File: config.mk
export PLATFORM = sky130hd
export DESIGN_NAME = alu_seq_ctrl
export DESIGN_NICKNAME = d
export VERILOG_FILES = /design/src/rtl/alu_seq_ctrl.sv
export SDC_FILE = /design/constraint.sdc
export NUM_CORES = 1
export LEC_CHECK = 0
export ABC_AREA = 1
export BUFFER_PORTS_ARGS = -buffer_cell sky130_fd_sc_hd__buf_4
export CAP_MARGIN = 5
export CORE_ASPECT_RATIO = 1.25
export CORE_MARGIN = 2
export CORE_UTILIZATION = 55
export CTS_CLUSTER_SIZE = 14
export DETAILED_ROUTE_END_ITERATION = 8
export PLACE_DENSITY = 0.82
export SYNTH_ARGS = -nofsm -noshare
export SYNTH_HDL_FRONTEND = slang
export SYNTH_SLANG_ARGS = --single-unit
File: constraint.sdc
create_clock -name i_clk -period 1.6 [get_ports i_clk]
set_clock_uncertainty 0.2 [all_clocks]
set_input_delay 0 -clock i_clk [delete_from_list [all_inputs] [get_ports i_clk]]
set_output_delay 0 -clock i_clk [all_outputs]
set_load 0.01 [all_outputs]
File: src/rtl/alu_seq_ctrl.sv
// alu_seq_ctrl
// Sequenced ALU control unit for the multicycle core. Decodes opcode,
// function field and the force-ADD signal into a 3-bit ALU control code,
// then evaluates the operation on operands latched at acceptance.
// Single-cycle ops complete one cycle after acceptance. Iterative multiply
// (shift-add) and variable shifts (one bit per cycle) run behind a
// start/busy/done handshake.
//
// Optional feature macro: ALU_SEQ_MUL_EN
//   defined   : MUL decode, MUL state and the result_hi datapath are built
//   undefined : func_field=1000 decodes as illegal, o_result_hi tied to 0
//
// Ports:
//   i_clk, i_rst_n          clock (rising edge), async active-low reset
//   i_start                 request, sampled only while not busy
//   i_op, i_func_field      opcode and R-type function field
//   i_csig                  force ADD (PC increment / address generation)
//   i_a, i_b                operand A, operand B / shift amount
//   o_alu_ctrl              control code of the last accepted operation
//   o_busy                  iterative operation in progress
//   o_done                  one-cycle pulse, result valid
//   o_result, o_result_hi   result (low half for MUL), MUL high half
//   o_zero                  o_result == 0
//   o_err                   last accepted operation was illegal
module alu_seq_ctrl #(
  parameter int WIDTH  = 16,
  parameter int OP_W   = 4,
  parameter int FUNC_W = 4
) (
  input  logic              i_clk,
  input  logic              i_rst_n,
  input  logic              i_start,
  input  logic [OP_W-1:0]   i_op,
  input  logic [FUNC_W-1:0] i_func_field,
  input  logic              i_csig,
  input  logic [WIDTH-1:0]  i_a,
  input  logic [WIDTH-1:0]  i_b,
  output logic [2:0]        o_alu_ctrl,
  output logic              o_busy,
  output logic              o_done,
  output logic [WIDTH-1:0]  o_result,
  output logic [WIDTH-1:0]  o_result_hi,
  output logic              o_zero,
  output logic              o_err
);

  localparam int SH_W  = $clog2(WIDTH);
  localparam int CNT_W = SH_W + 1;

  localparam logic [2:0] C_AND = 3'b000;
  localparam logic [2:0] C_OR  = 3'b001;
  localparam logic [2:0] C_XOR = 3'b010;
  localparam logic [2:0] C_ADD = 3'b011;
  localparam logic [2:0] C_SUB = 3'b100;
  localparam logic [2:0] C_SLT = 3'b101;
  localparam logic [2:0] C_SLL = 3'b110;
  localparam logic [2:0] C_SRL = 3'b111;

  typedef enum logic [1:0] {S_IDLE, S_MUL, S_SHIFT} state_t;

  state_t             r_state;
  logic [2:0]         r_aluCtrl;
  logic               r_busy;
  logic               r_done;
  logic [WIDTH-1:0]   r_result;
  logic               r_zero;
  logic               r_err;
  logic [CNT_W-1:0]   r_cnt;
  logic [WIDTH-1:0]   r_shVal;
  logic               r_shLeft;

  logic [2:0]         w_code;
  logic               w_illegal;
  logic               w_isVar;
  logic [SH_W-1:0]    w_amt;
  logic [WIDTH-1:0]   w_single;
  logic [WIDTH-1:0]   w_shNext;

`ifdef ALU_SEQ_MUL_EN
  logic [WIDTH-1:0]   r_resultHi;
  logic [WIDTH-1:0]   r_mcand;
  // Upper half accumulates partial products, lower half holds the
  // not-yet-consumed multiplier bits; both shift right together.
  logic [2*WIDTH-1:0] r_prod;
  logic               w_isMul;
  logic [WIDTH:0]     w_mulSum;
  logic [2*WIDTH-1:0] w_mulNext;
`endif

  function automatic logic [WIDTH-1:0] aluOp(input logic [2:0] code,
                                             input logic [WIDTH-1:0] a,
                                             input logic [WIDTH-1:0] b);
    logic [SH_W-1:0] sh;
    sh    = b[SH_W-1:0];
    aluOp = '0;
    case (code)
      C_AND: aluOp = a & b;
      C_OR:  aluOp = a | b;
      C_XOR: aluOp = a ^ b;
      C_ADD: aluOp = a + b;
      C_SUB: aluOp = a - b;
      C_SLT: aluOp = {{(WIDTH-1){1'b0}}, ($signed(a) < $signed(b))};
      C_SLL: aluOp = a << sh;
      C_SRL: aluOp = a >> sh;
      default: aluOp = '0;
    endcase
  endfunction

  // csig overrides everything; illegal ops keep the ADD code.
  always_comb begin
    w_code    = C_ADD;
    w_illegal = 1'b0;
    w_isVar   = 1'b0;
`ifdef ALU_SEQ_MUL_EN
    w_isMul   = 1'b0;
`endif
    if (i_csig) begin
      w_code = C_ADD;
    end else if (i_op == '0) begin
      if (!i_func_field[3]) begin
        w_code = i_func_field[2:0];
      end else if (i_func_field == FUNC_W'(8)) begin
`ifdef ALU_SEQ_MUL_EN
        w_isMul = 1'b1;
`else
        w_illegal = 1'b1;
`endif
      end else if (i_func_field == FUNC_W'(9)) begin
        w_code  = C_SLL;
        w_isVar = 1'b1;
      end else if (i_func_field == FUNC_W'(10)) begin
        w_code  = C_SRL;
        w_isVar = 1'b1;
      end else begin
        w_illegal = 1'b1;
      end
    end else if (i_op < OP_W'(8)) begin
      w_code = i_op[2:0];
    end else if (i_op == OP_W'(12) || i_op == OP_W'(13)) begin
      w_code = C_SUB;
    end else begin
      w_code = C_ADD;
    end
  end

  assign w_amt    = i_b[SH_W-1:0];
  // A zero-amount variable shift falls through here and yields i_a.
  assign w_single = aluOp(w_code, i_a, i_b);
  assign w_shNext = r_shLeft ? {r_shVal[WIDTH-2:0], 1'b0}
                             : {1'b0, r_shVal[WIDTH-1:1]};

`ifdef ALU_SEQ_MUL_EN
  assign w_mulSum  = {1'b0, r_prod[2*WIDTH-1:WIDTH]}
                   + {1'b0, (r_prod[0] ? r_mcand : {WIDTH{1'b0}})};
  assign w_mulNext = {w_mulSum, r_prod[WIDTH-1:1]};
`endif

  always_ff @(posedge i_clk or negedge i_rst_n) begin
    if (!i_rst_n) begin
      r_state   <= S_IDLE;
      r_aluCtrl <= C_ADD;
      r_busy    <= 1'b0;
      r_done    <= 1'b0;
      r_result  <= '0;
      r_zero    <= 1'b1;
      r_err     <= 1'b0;
      r_cnt     <= '0;
      r_shVal   <= '0;
      r_shLeft  <= 1'b0;
`ifdef ALU_SEQ_MUL_EN
      r_resultHi <= '0;
      r_mcand    <= '0;
      r_prod     <= '0;
`endif
    end else begin
      r_done <= 1'b0;
      case (r_state)
        S_IDLE: begin
          if (i_start) begin
            r_aluCtrl <= w_code;
            if (w_illegal) begin
              r_result <= '0;
              r_zero   <= 1'b1;
              r_err    <= 1'b1;
              r_done   <= 1'b1;
`ifdef ALU_SEQ_MUL_EN
              r_resultHi <= '0;
            end else if (w_isMul) begin
              r_mcand <= i_a;
              r_prod  <= {{WIDTH{1'b0}}, i_b};
              r_cnt   <= CNT_W'(WIDTH);
              r_busy  <= 1'b1;
              r_state <= S_MUL;
`endif
            end else if (w_isVar && (w_amt != '0)) begin
              r_shVal  <= i_a;
              r_shLeft <= (w_code == C_SLL);
              r_cnt    <= {1'b0, w_amt};
              r_busy   <= 1'b1;
              r_state  <= S_SHIFT;
            end else begin
              r_result <= w_single;
              r_zero   <= (w_single == '0);
              r_err    <= 1'b0;
              r_done   <= 1'b1;
`ifdef ALU_SEQ_MUL_EN
              r_resultHi <= '0;
`endif
            end
          end
        end
`ifdef ALU_SEQ_MUL_EN
        S_MUL: begin
          r_prod <= w_mulNext;
          r_cnt  <= r_cnt - 1'b1;
          if (r_cnt == CNT_W'(1)) begin
            r_result   <= w_mulNext[WIDTH-1:0];
            r_resultHi <= w_mulNext[2*WIDTH-1:WIDTH];
            r_zero     <= (w_mulNext[WIDTH-1:0] == '0);
            r_err      <= 1'b0;
            r_done     <= 1'b1;
            r_busy     <= 1'b0;
            r_state    <= S_IDLE;
          end
        end
`endif
        S_SHIFT: begin
          r_shVal <= w_shNext;
          r_cnt   <= r_cnt - 1'b1;
          if (r_cnt == CNT_W'(1)) begin
            r_result <= w_shNext;
            r_zero   <= (w_shNext == '0);
            r_err    <= 1'b0;
            r_done   <= 1'b1;
            r_busy   <= 1'b0;
            r_state  <= S_IDLE;
`ifdef ALU_SEQ_MUL_EN
            r_resultHi <= '0;
`endif
          end
        end
        default: begin
          r_busy  <= 1'b0;
          r_state <= S_IDLE;
        end
      endcase
    end
  end

  assign o_alu_ctrl = r_aluCtrl;
  assign o_busy     = r_busy;
  assign o_done     = r_done;
  assign o_result   = r_result;
  assign o_zero     = r_zero;
  assign o_err      = r_err;
`ifdef ALU_SEQ_MUL_EN
  assign o_result_hi = r_resultHi;
`else
  assign o_result_hi = '0;
`endif

endmodule

==> results of run 1 <==
-- cell families after synthesis --
kind of cell,count (synthesis),share of synthesized area
AOI/OAI and AO/OA,145,0.1162
xor gates and xnor gates,9,0.01148
and+or+nand+nor,752,0.4662
other,1,0.0005460
adders and majority gates,56,0.1042
buffers and inverters,218,0.1354
DFF,45,0.1645
muxes,1,0.001458
-- layer usage --
layer | track usage | GRT overflow
met5 | 0.2821 | 1
met3 | 0.6398 | 4
met2 | 1.033 | 199
met1 | 0.7670 | 0
met4 | 0.8855 | 98
-- what timing repair did --
item                       in CTS
gates resized for setup       353
hold buffers                    3
pin swaps                      83
hold endpoints to repair       47
setup buffers                  35
gates cloned                    9
setup endpoints to repair      37
-- stage by stage --
stage	setup TNS [ps]	cell area [sq um]	setup slack, ps	std cells	utilization
after CTS	-4377	11310	-398.1	1709	0.9296
after detailed placement	-20280	9437	-788.7	1655	0.7759
after global placement	-19350	9437	-794.4	1655	0.7759
after floorplan	-2921	7177	-459.8	1242	-
-- synth_stat cells --
cell type / n / share of area
and2_1: 2 / 0.0018
inv_2: 5 / 0.0027
or2_0: 1 / 0.00091
buf_1: 3 / 0.0016
nor3b_1: 1 / 0.0011
nor3_1: 9 / 0.0066
conb_1: 1 / 0.00055
nand2_2: 4 / 0.0036
nor2_2: 7 / 0.0064
nand3_2: 1 / 0.0015
buf_4: 18 / 0.020
dfrtp_1: 42 / 0.15
clkinv_1: 2 / 0.0011
a21boi_0: 1 / 0.0011
o21a_1: 3 / 0.0033
fa_1: 2 / 0.0058
nand4_1: 18 / 0.016
dfstp_2: 3 / 0.011
o21bai_1: 2 / 0.0022
xor2_1: 8 / 0.010
or2_2: 14 / 0.013
nand2_1: 366 / 0.20
nor2_4: 2 / 0.0033
a32o_1: 1 / 0.0015
o311ai_2: 1 / 0.0024
ha_1: 54 / 0.098
mux2i_1: 1 / 0.0015
nand3_1: 172 / 0.13
o21ai_0: 75 / 0.055
xnor2_1: 1 / 0.0013
nand3b_1: 2 / 0.0022
o22ai_1: 1 / 0.00091
buf_2: 23 / 0.017
clkbuf_1: 24 / 0.013
nor4_1: 2 / 0.0018
o21ai_1: 4 / 0.0029
o21ai_2: 1 / 0.0013
a31oi_1: 21 / 0.019
o211ai_1: 4 / 0.0044
inv_1: 141 / 0.077
buf_6: 2 / 0.0033
a21oi_1: 31 / 0.023
nor2_1: 151 / 0.083
==> impl_metrics.csv, run 1 <==
group,metric,value,unit
placed_design,numPortBuffers,66,
global_routing,grt_first_pass_wirelength,85940,um
clocking,numCtsBuffers,5,
clocking,ctsRootBufferMaster,"clkbuf_16",
outcome,stop_stage,"global routing (5_1_grt)",
floorplanning,ios,83,
synth,synth_cells,1227,
global_routing,grt_overflow,302,
floorplanning,die_h,128.9,um
placed_design,dp_hpwl,22700,um
global_routing,grt_usage,0.8152,
global_routing,grt_pass1_vias,13899,
synth,yosysSeqAreaShare,0.1645,
synth,ys_types,43,
placed_design,gp_congestion,1.061,
outcome,error,"[ERROR GRT-0116] Global routing finished with congestion. Check the congestion regions in the DRC Viewer.",
global_routing,grt_max_degree,46,
clocking,htreeDepth,2,
synth,yosys_warnings,0,
clocking,cts_buffer_depth,2,
floorplanning,initial_core_util,0.5647,
floorplanning,die_w,103.9,um
synth,syn_area,6868,sq um
floorplanning,rows,45,
outcome,status,"did not finish",
synth,synth_seq_cells,45,
synth,syn_area_per_cell,5.597,sq um
clocking,clock_sinks,45,
==> run 2, diff against run 1 <==
--- a/config.mk
+++ b/config.mk
@@ -8,12 +8,10 @@
 export ABC_AREA = 1
 export BUFFER_PORTS_ARGS = -buffer_cell sky130_fd_sc_hd__buf_4
 export CAP_MARGIN = 5
-export CORE_ASPECT_RATIO = 1.25
 export CORE_MARGIN = 2
-export CORE_UTILIZATION = 55
-export CTS_CLUSTER_SIZE = 14
+export CORE_UTILIZATION = 40
 export DETAILED_ROUTE_END_ITERATION = 8
-export PLACE_DENSITY = 0.82
+export PLACE_DENSITY_LB_ADDON = 0.15
 export SYNTH_ARGS = -nofsm -noshare
 export SYNTH_HDL_FRONTEND = slang
 export SYNTH_SLANG_ARGS = --single-unit
==> constraint.sdc (replaced) <==
create_clock -name i_clk -period 2.08 [get_ports i_clk]
set_clock_uncertainty 0.2 [all_clocks]
set_input_delay 0 -clock i_clk [delete_from_list [all_inputs] [get_ports i_clk]]
set_output_delay 0 -clock i_clk [all_outputs]
set_load 0.01 [all_outputs]
==> impl_metrics.csv, run 2 <==
group,metric,value,unit
outcome,status,"finished, violations left",
outcome,violations,"hold timing, setup timing",
route,vias_per_cell,5.184,
synth,synth_seq_cells,45,
pwr,power.share.clock,0.127,
route,final_antenna_net_count,0,
pwr,pwr_density_cell,675.6,nW/um^2
timing,worst_pin_slew,586.1,ps
pwr,switching_share,0.4506,
synth,yosys_warnings,0,
layout,layout-drive-gt1-share,0.2621,
pwr,p_seq_frac,0.247,
floorplanning,ios,83,
pwr,cell_internal_pwr,3.529,mW
timing,slew_viol_final,0,
flow_run,drv_cap,0,
floorplanning,die_area,18230,sq um
global_routing,grt_max_degree,46,
clocking,clkTransAtPathRegs,60,ps
placed_design,numPortBuffers,66,
clocking,ctsRootBufferMaster,"clkbuf_16",
critical_path,startpoint_type,"input port",
critical_path,setup.worst_path.end_class,"register",
global_routing,grt_first_pass_wirelength,42410,um
floorplanning,initial_core_util,0.4112,
synth,synth_async_sr_flop_share,1.000,
timing,hold_ws,-0.5301,ps
route,drt-total-wl,27320,um
synth,synth_cells,1227,
critical_path,crit_fanout,3,
route,drc,0,
synth,yosysTopAreaCellShare,0.2000,
global_routing,grt_overflow,0,
layout,nNetsFinal,1564,
pwr,power.static_leakage,5.072,nW
pwr,p_switching,2.894,mW
layout,nFillCells,1761,
route,wl_per_cell,16.21,um
floorplanning,rows,47,
synth,syn_area_per_cell,5.597,sq um
synth,synth_top_cells_by_count,"nand2_1 (366), nand3_1 (172), nor2_1 (151)",
route,drtIter0Drc,796,
pwr,p_comb_frac,0.627,
clocking,cts_tree,"yes",
timing,final_hold_viol_count,1,
layout,layout_commonest_cell,"nand2_1",
floorplanning,die_h,135.0,um
timing,finalSetupViolations,1,
placed_design,dp_hpwl,22440,um
clocking,cts_buffer_depth,2,
global_routing,antenna_found_initial,1,
route,vias,8735,
global_routing,grt_usage,0.2983,
clocking,worst_skew_pair.late_latency,290,ps
synth,yosys-top-cells-area,"nand2_1 (20%), dfrtp_1 (15%), nand3_1 (13%)",
synth,synth_flop_cell,"dfrtp_1",
floorplanning,die_w,135.0,um
timing,rsz0062_at_grt,"true",
route,top_layer,"met5",
timing,period_minus_slack,2112,ps
timing,slew_headroom,0.6092,
global_routing,grt_pass1_vias,8083,
timing,min_period_over_period,1.015,
route,drt-pass1-iter-count,6,
critical_path,worstPathArrival,2140,ps
floorplanning,design.core.area,16700,sq um
route,met3_length,2222,um
synth,ys_types,43,
timing,setup_slack,-31.53,ps
synth,yosysTopAreaCell,"nand2_1",
layout,n_antenna_cell,0,
clocking,clock_sinks,45,
route,m1WireLength,11780,um
pwr,ir_worst_vdd,753.3,uV
clocking,numCtsBuffers,5,
critical_path,crit_type,"input port to register",
layout,syn_to_final_growth,38.44,%
min_path,hold_path.class,"input port to register",
placed_design,gp_congestion,0.9911,
critical_path,required,2110,ps
synth,post-synth-top-count-cell,"nand2_1",
timing,fmax,0.4736,GHz
synth,syn_area,6868,sq um
clocking,htreeDepth,2,
route,wl_met2,11820,um
layout,most-common-layout-cells,"nand2_1 (351), buf_4 (268), nand3_1 (165), nor2_1 (142), inv_1 (133)",
synth,synth_edf_count,0,
placed_design,place_ws,-370.9,ps
synth,yosysSeqAreaShare,0.1645,
[run 2: cell counts after synthesis]
No cell type changed its count.
[run 2: cell type report]
class / count / area (sq um) / share of cell area
Sequential cell: 45 / 1130 / 0.1188
Multi-Input combinational cell: 979 / 5094 / 0.5357
Inverter: 148 / 585.6 / 0.06159
Clock buffer: 6 / 138.9 / 0.01461
Tap cell: 220 / 275.3 / 0.02895
Clock inverter: 2 / 13.76 / 0.001448
Timing Repair Buffer: 285 / 2271 / 0.2388
[run 2: power groups by stage]
stage          Combinational (mW)  Clock (mW)  Sequential [mW]
2_1_floorplan                2.16           0             1.64
4_1_cts                      3.93       0.834             1.59
3_5_place_dp                 3.88           0             1.60
3_3_place_gp                 3.84           0             1.58
5_1_grt                      4.46       0.866             1.64
6_report                     4.02       0.814             1.59
[run 2: logic make-up (layout without fill, tap and decap cells)]
kind of cell | after synthesis | in the layout | share of synthesized area
muxes | 1 | 1 | 0.001458
buffers and inverters | 218 | 441 | 0.1354
AOI/OAI and AO/OA | 145 | 145 | 0.1162
DFF | 45 | 45 | 0.1645
xor gates and xnor gates | 9 | 9 | 0.01148
and+or+nand+nor | 752 | 752 | 0.4662
adders and majority gates | 56 | 56 | 0.1042
other | 1 | 16 | 0.0005460
[run 2: path summary, 6_finish.rpt]
path	start	end	slack (ps)	cells after the start
worst max-delay path	i_a[1]	o_zero	-30	16
worst min-delay path	i_b[1]	r_cnt[1]	-0.5	4
worst max register to register	o_busy	o_zero	260	7
worst min register to register	o_alu_ctrl[0]	o_alu_ctrl[0]	290	2
max in group asynchronous	i_rst_n	r_shVal[13]	1220	2
min in group asynchronous	i_rst_n	o_result[4]	50	2
[run 2: worst max-delay path, stage by stage]
cell	delay, ps
buf_4	100
inv_1	50
ha_1	330
nor2_1	170
nand2_1	60
nand3_1	150
buf_4	140
xor2_1	160
nor2_1	60
nor2_1	90
nand3_1	180
nor2_1	210
nand2_1	70
nor2_1	120
nand3_1	100
a21oi_2	140
[run 2: what timing repair did]
action	CTS	global route
hold buffers	5	1
setup buffers	3	3
gates resized for setup	14	53
endpoints found under the setup margin	1	16
pin swaps	8	25
hold endpoints to repair	49	1
[run 2: per-stage QoR]
step	util	cells	total power, mW	area (sq um)	TNS, ps
2_1_floorplan	-	1242	3.794	7056	0
3_3_place_gp	0.5414	1666	5.418	9041	-2768
3_5_place_dp	0.5414	1666	5.476	9041	-3024
4_1_cts	0.5572	1682	6.350	9305	0
5_1_grt	0.5693	1685	6.968	9508	-170.3
6_report	0.5693	1685	6.424	9508	-31.53
[run 2: layer usage]
layer	track usage	vias up
li1	-	4365
met1	0.4012	3899
met2	0.4664	400
met3	0.04204	69
met4	0.1516	2
met5	0	-
Power figures use the tool's default switching activity.
==> run 3, diff against run 2 <==
--- a/config.mk
+++ b/config.mk
@@ -12,6 +12,7 @@
 export CORE_UTILIZATION = 40
 export DETAILED_ROUTE_END_ITERATION = 8
 export PLACE_DENSITY_LB_ADDON = 0.15
+export RECOVER_POWER = 100
 export SYNTH_ARGS = -nofsm -noshare
 export SYNTH_HDL_FRONTEND = slang
 export SYNTH_SLANG_ARGS = --single-unit
==> impl_metrics.csv, run 3 (synthesis gave the netlist of run 2 again) <==
group,metric,value,unit
route,drtIter0Drc,765,
timing,period_minus_slack,2121,ps
route,final_antenna_net_count,0,
critical_path,cpMostUsedCell,"nor2_1",
pwr,pwr_density_cell,664.7,nW/um^2
critical_path,max_stage_delay,330,ps
route,vias_per_cell,5.191,
min_path,hold_path.class,"input port to register",
timing,setup_slack,-40.90,ps
critical_path,startpoint_type,"input port",
timing,fmax,0.4715,GHz
placed_design,gp_congestion,0.9911,
global_routing,grt_overflow,0,
pwr,power.static_leakage,4.999,nW
timing,slew_viol_final,0,
critical_path,crit_path_cell_trace,"buf_4 -> inv_1 -> ha_1 -> nor2_1 -> nand2_1 -> nand3_1 -> buf_4 -> xor2_1 -> nor2_1 -> nor2_1 -> nand3_1 -> nor2_1 -> nand2_1 -> nor2_1 -> nand3_1 -> a21oi_2",
floorplanning,ios,83,
route,drc,0,
route,drt-pass1-iter-count,5,
outcome,status,"finished, violations left",
global_routing,grt_pass1_vias,8083,
clocking,worst_skew_pair.late_latency,290,ps
critical_path,slowest_stage,"ha_1",
timing,hold_ws,-1.101,ps
pwr,ir_worst_vdd,716.2,uV
timing,slew_headroom,0.2390,
critical_path,crit_type,"input port to register",
clocking,cts_buffer_depth,2,
placed_design,numPortBuffers,66,
critical_path,worstPathArrival,2150,ps
layout,syn_to_final_growth,37.31,%
critical_path,crit_fanout,3,
global_routing,antenna_found_initial,1,
timing,rsz0062_at_grt,"true",
clocking,ctsRootBufferMaster,"clkbuf_16",
clocking,htreeDepth,2,
timing,setup_tns,-40.90,ps
clocking,clock_sinks,45,
clocking,cts_tree,"yes",
layout,most-common-layout-cells,"nand2_1 (351), buf_4 (247), nand3_1 (165), nor2_1 (142), inv_1 (133)",
layout,nNetsFinal,1564,
layout,layout-drive-gt1-share,0.2478,
global_routing,grt_first_pass_wirelength,42410,um
outcome,violations,"hold timing, setup timing",
timing,finalSetupViolations,1,
layout,n_antenna_cell,0,
route,vias,8746,
route,drt-total-wl,27340,um
timing,final_hold_viol_count,1,
placed_design,dp_hpwl,22440,um
floorplanning,die_area,18230,sq um
global_routing,grt_max_degree,46,
floorplanning,rows,47,
critical_path,setup.worst_path.end_class,"register",
route,wl_per_cell,16.22,um
clocking,numCtsBuffers,5,
critical_path,required,2110,ps
floorplanning,design.core.area,16700,sq um
timing,min_period_over_period,1.020,
flow_run,drv_cap,0,
global_routing,grt_usage,0.2983,
floorplanning,die_w,135.0,um
timing,worst_pin_slew,1142,ps
floorplanning,initial_core_util,0.4112,
layout,layout_commonest_cell,"nand2_1",
clocking,clkTransAtPathRegs,60,ps
floorplanning,die_h,135.0,um
run 3: area by class of cell:
cell class | count | area, sq um
Clock inverter | 2 | 13.76
Clock buffer | 6 | 138.9
Sequential cell | 45 | 1130
Inverter | 148 | 585.6
Fill cell | 1795 | 7271
Tap cell | 220 | 275.3
Timing Repair Buffer | 285 | 2193
Multi-Input combinational cell | 979 | 5094
run 3: path summary, 6_finish.rpt:
| kind | start | to | slack, ps | cells after the start |
|---|---|---|---|---|
| max | i_a[1] | o_zero | -40 | 16 |
| min reg2reg | o_alu_ctrl[0] | o_alu_ctrl[0] | 280 | 2 |
| min in group asynchronous | i_rst_n | o_result[4] | 260 | 2 |
| max in group asynchronous | i_rst_n | r_shVal[13] | 710 | 2 |
| max reg2reg | o_busy | o_zero | 270 | 7 |
| min | i_b[1] | r_cnt[1] | -1 | 4 |
run 3: power breakdown:
group | internal, mW | leakage, nW | switching (mW)
Clock | 0.478 | 0.0768 | 0.337
Sequential | 1.32 | 0.533 | 0.256
Combinational | 1.57 | 4.39 | 2.30
Total | 3.38 | 5.00 | 2.89
run 3: what timing repair did:
item,CTS,global route
gates resized for setup,14,53
buffers inserted,3,3
setup endpoints to repair,1,16
hold buffers,5,1
pin swaps,8,25
hold endpoints to repair,49,1
run 3: per-layer routing:
metal | vias to the layer above | global-route usage | routed length (um)
li1 | 4367 | - | -
met3 | 75 | 0.04204 | 2156
met1 | 3894 | 0.4012 | 11840
met2 | 408 | 0.4664 | 11790
met5 | - | 0 | 12
met4 | 2 | 0.1516 | 1543
run 3: critical path, delay by kind of cell:
| family | cells | cell delay [ps] |
|---|---|---|
| AND/OR/NAND/NOR | 10 | 1230 |
| adder cells (fa/ha/maj) | 1 | 330 |
| buffers and inverters | 3 | 300 |
| XOR/XNOR | 1 | 160 |
| AO/OA/AOI/OAI | 1 | 140 |
run 3: metrics by stage:
stage | utilization | setup WS [ps] | power, mW | cell area (sq um) | cells
floorplan | - | 2.493 | 3.794 | 7056 | 1242
global placement | 0.5414 | -338.7 | 5.418 | 9041 | 1666
detailed placement | 0.5414 | -370.9 | 5.476 | 9041 | 1666
CTS | 0.5572 | 2.046 | 6.350 | 9305 | 1682
global route | 0.5647 | -149.1 | 6.810 | 9430 | 1685
finish | 0.5647 | -40.90 | 6.268 | 9430 | 1685
==> run 4, diff against run 3 <==
--- a/config.mk
+++ b/config.mk
@@ -5,7 +5,7 @@
 export SDC_FILE = /design/constraint.sdc
 export NUM_CORES = 1
 export LEC_CHECK = 0
-export ABC_AREA = 1
+export ABC_AREA = 0
 export BUFFER_PORTS_ARGS = -buffer_cell sky130_fd_sc_hd__buf_4
 export CAP_MARGIN = 5
 export CORE_MARGIN = 2
==> impl_metrics.csv, run 4 <==
group,metric,value,unit
timing,setup_tns,-9207,ps
critical_path,cp_top_family,"compound AO/OA/AOI/OAI gates",
critical_path,crit_path_cell_trace,"buf_6 -> buf_6 -> ha_4 -> inv_2 -> fa_2 -> nand2b_4 -> a2111o_1 -> a41o_1 -> o31ai_4 -> a2111o_1 -> nand3_2 -> o2111a_1 -> o31a_1 -> and2_1 -> a41o_1",
layout,syn_to_final_growth,66.04,%
outcome,violations,"setup timing",
timing,slew_headroom,0.2469,
layout,layout_commonest_cell,"buf_4",
floorplanning,die_area,17890,sq um
synth,synth_async_sr_flop_share,1.000,
layout,n_antenna_cell,0,
placed_design,dp_hpwl,22340,um
global_routing,antenna_found_initial,0,
route,drt-total-wl,29550,um
synth,synth_cells,851,
layout,layout-drive-gt1-share,0.4929,
pwr,power.static_leakage,5.004,nW
timing,worst_pin_slew,1130,ps
synth,post-synth-top-count-cell,"nor2_1",
floorplanning,die_h,133.8,um
critical_path,worstPathArrival,2790,ps
floorplanning,design.core.area,16520,sq um
critical_path,required,2110,ps
timing,slew_viol_final,0,
synth,yosysTopAreaCellShare,0.1560,
layout,nFillCells,1432,
route,vias,8246,
synth,yosys_warnings,0,
synth,syn_area,6735,sq um
route,drt-pass1-iter-count,5,
outcome,status,"finished, violations left",
floorplanning,rows,47,
pwr,pwr_density_cell,487.3,nW/um^2
global_routing,grt_pass1_vias,8193,
clocking,clkTransAtPathRegs,60,ps
floorplanning,initial_core_util,0.4076,
floorplanning,ios,83,
global_routing,grt_first_pass_wirelength,45890,um
route,wl_per_cell,20.76,um
timing,period_minus_slack,2767,ps
clocking,cts_buffer_depth,2,
placed_design,dpl-instance-area,9639,sq um
synth,synth_seq_cells,45,
clocking,htreeDepth,2,
clocking,numCtsBuffers,5,
timing,min_period_over_period,1.330,
route,drtIter0Drc,765,
critical_path,max_stage_delay,410,ps
timing,fmax,0.3614,GHz
route,final_antenna_net_count,0,
global_routing,grt_max_degree,46,
layout,nNetsFinal,1302,
clocking,clock_sinks,45,
critical_path,startpoint_type,"input port",
critical_path,slowest_stage,"a2111o_1",
synth,synth_flop_cell,"dfrtp_1",
layout,most-common-layout-cells,"buf_4 (316), nor2_1 (75), inv_1 (48), buf_6 (46), dfrtp_1 (42)",
global_routing,grt_usage,0.3272,
timing,rsz0062_at_grt,"true",
synth,ys_types,91,
min_path,hold_path.class,"input port to register",
critical_path,path_buf_inv,3,
critical_path,crit_fanout,3,
floorplanning,die_w,133.8,um
timing,finalSetupViolations,38,
synth,synth_top_cells_by_count,"nor2_1 (85), a21oi_1 (68), inv_1 (63)",
global_routing,grt_overflow,0,
clocking,worst_skew_pair.late_latency,290,ps
synth,syn_area_per_cell,7.914,sq um
clocking,cts_tree,"yes",
pwr,ir_worst_vdd,538.0,uV
timing,setup_slack,-686.7,ps
synth,yosysTopAreaCell,"dfrtp_1",
placed_design,numPortBuffers,66,
placed_design,gp_congestion,0.9672,
critical_path,setup.worst_path.end_class,"register",
critical_path,crit_type,"input port to register",
route,vias_per_cell,5.795,
timing,final_hold_viol_count,0,
flow_run,drv_cap,0,
synth,synth_edf_count,0,
clocking,ctsRootBufferMaster,"clkbuf_16",
route,drc,0,
layout,fin_area,11180,sq um
synth,yosysSeqAreaShare,0.1678,
synth,yosys-top-cells-area,"dfrtp_1 (16%), ha_1 (10%), mux4_2 (6.4%)",
==> run 4: worst min-delay path, cell delays in order <==
cell      delay (ps)
buf_4            120
buf_4            200
a222oi_1         110
inv_1             50
==> run 4: where the power goes <==
group / internal (mW) / switching (mW)
Combinational: 1.70 / 1.69
Clock: 0.447 / 0.350
Sequential: 1.09 / 0.181
==> run 4: per-stage QoR <==
step | std cells | setup slack, ps | hold WS [ps] | total power [mW] | util
3_5_place_dp | 1366 | -1214 | -166.8 | 4.126 | 0.5833
2_1_floorplan | 866 | -1124 | -495.6 | 2.754 | -
4_1_cts | 1414 | -696.0 | 3.991 | 5.328 | 0.6627
6_report | 1423 | -686.7 | 19.55 | 5.450 | 0.6768
3_3_place_gp | 1366 | -1166 | -169.9 | 4.109 | 0.5833
5_1_grt | 1423 | -802.1 | 22.28 | 5.760 | 0.6768
==> run 4: metal layers <==
metal  track usage  up-vias  share of wire
li1              -     3834              -
met1        0.4422     3961           0.43
met2        0.5430      371           0.47
met3       0.03311       80          0.063
met4        0.1176        0          0.038
met5             0        -              0
==> run 4: final timing paths <==
path | slack, ps | start | to | depth (start not counted)
max | -690 | i_b[0] | o_zero | 15
min | 20 | i_a[10] | r_shVal[10] | 4
max reg2reg | -180 | r_cnt[1] | o_zero | 11
min reg2reg | 280 | o_alu_ctrl[2] | o_alu_ctrl[2] | 2
max in group asynchronous | 730 | i_rst_n | o_result[12] | 2
min in group asynchronous | 250 | i_rst_n | o_err | 2
==> run 4: repair_timing <==
item                                    CTS  global route
endpoints found under the setup margin   18            19
setup buffers                            36            14
hold buffers                              8             0
gates resized for setup                 185            52
pin swaps                                65            49
hold endpoints to repair                 57             0
cloned                                    2             1
==> run 4: layout make-up <==
type / count / area (sq um) / area share
Multi-Input combinational cell: 673 / 5946 / 0.5317
Timing Repair Buffer: 412 / 3430 / 0.3067
Sequential cell: 45 / 1130 / 0.1010
Tap cell: 220 / 275.3 / 0.02461
Inverter: 65 / 256.5 / 0.02294
Clock buffer: 5 / 125.1 / 0.01119
Clock inverter: 3 / 21.27 / 0.001902
==> run 4: logic make-up (layout without fill, tap and decap cells) <==
family / Yosys count / in the layout / share of synthesized area
adders and majority gates: 56 / 56 / 0.1063
AOI/OAI and AO/OA: 261 / 261 / 0.2761
muxes: 68 / 68 / 0.1397
DFF: 45 / 45 / 0.1678
and+or+nand+nor: 255 / 255 / 0.1897
other: 1 / 16 / 0.0005568
buffers and inverters: 148 / 485 / 0.09790
xor gates and xnor gates: 17 / 17 / 0.02211
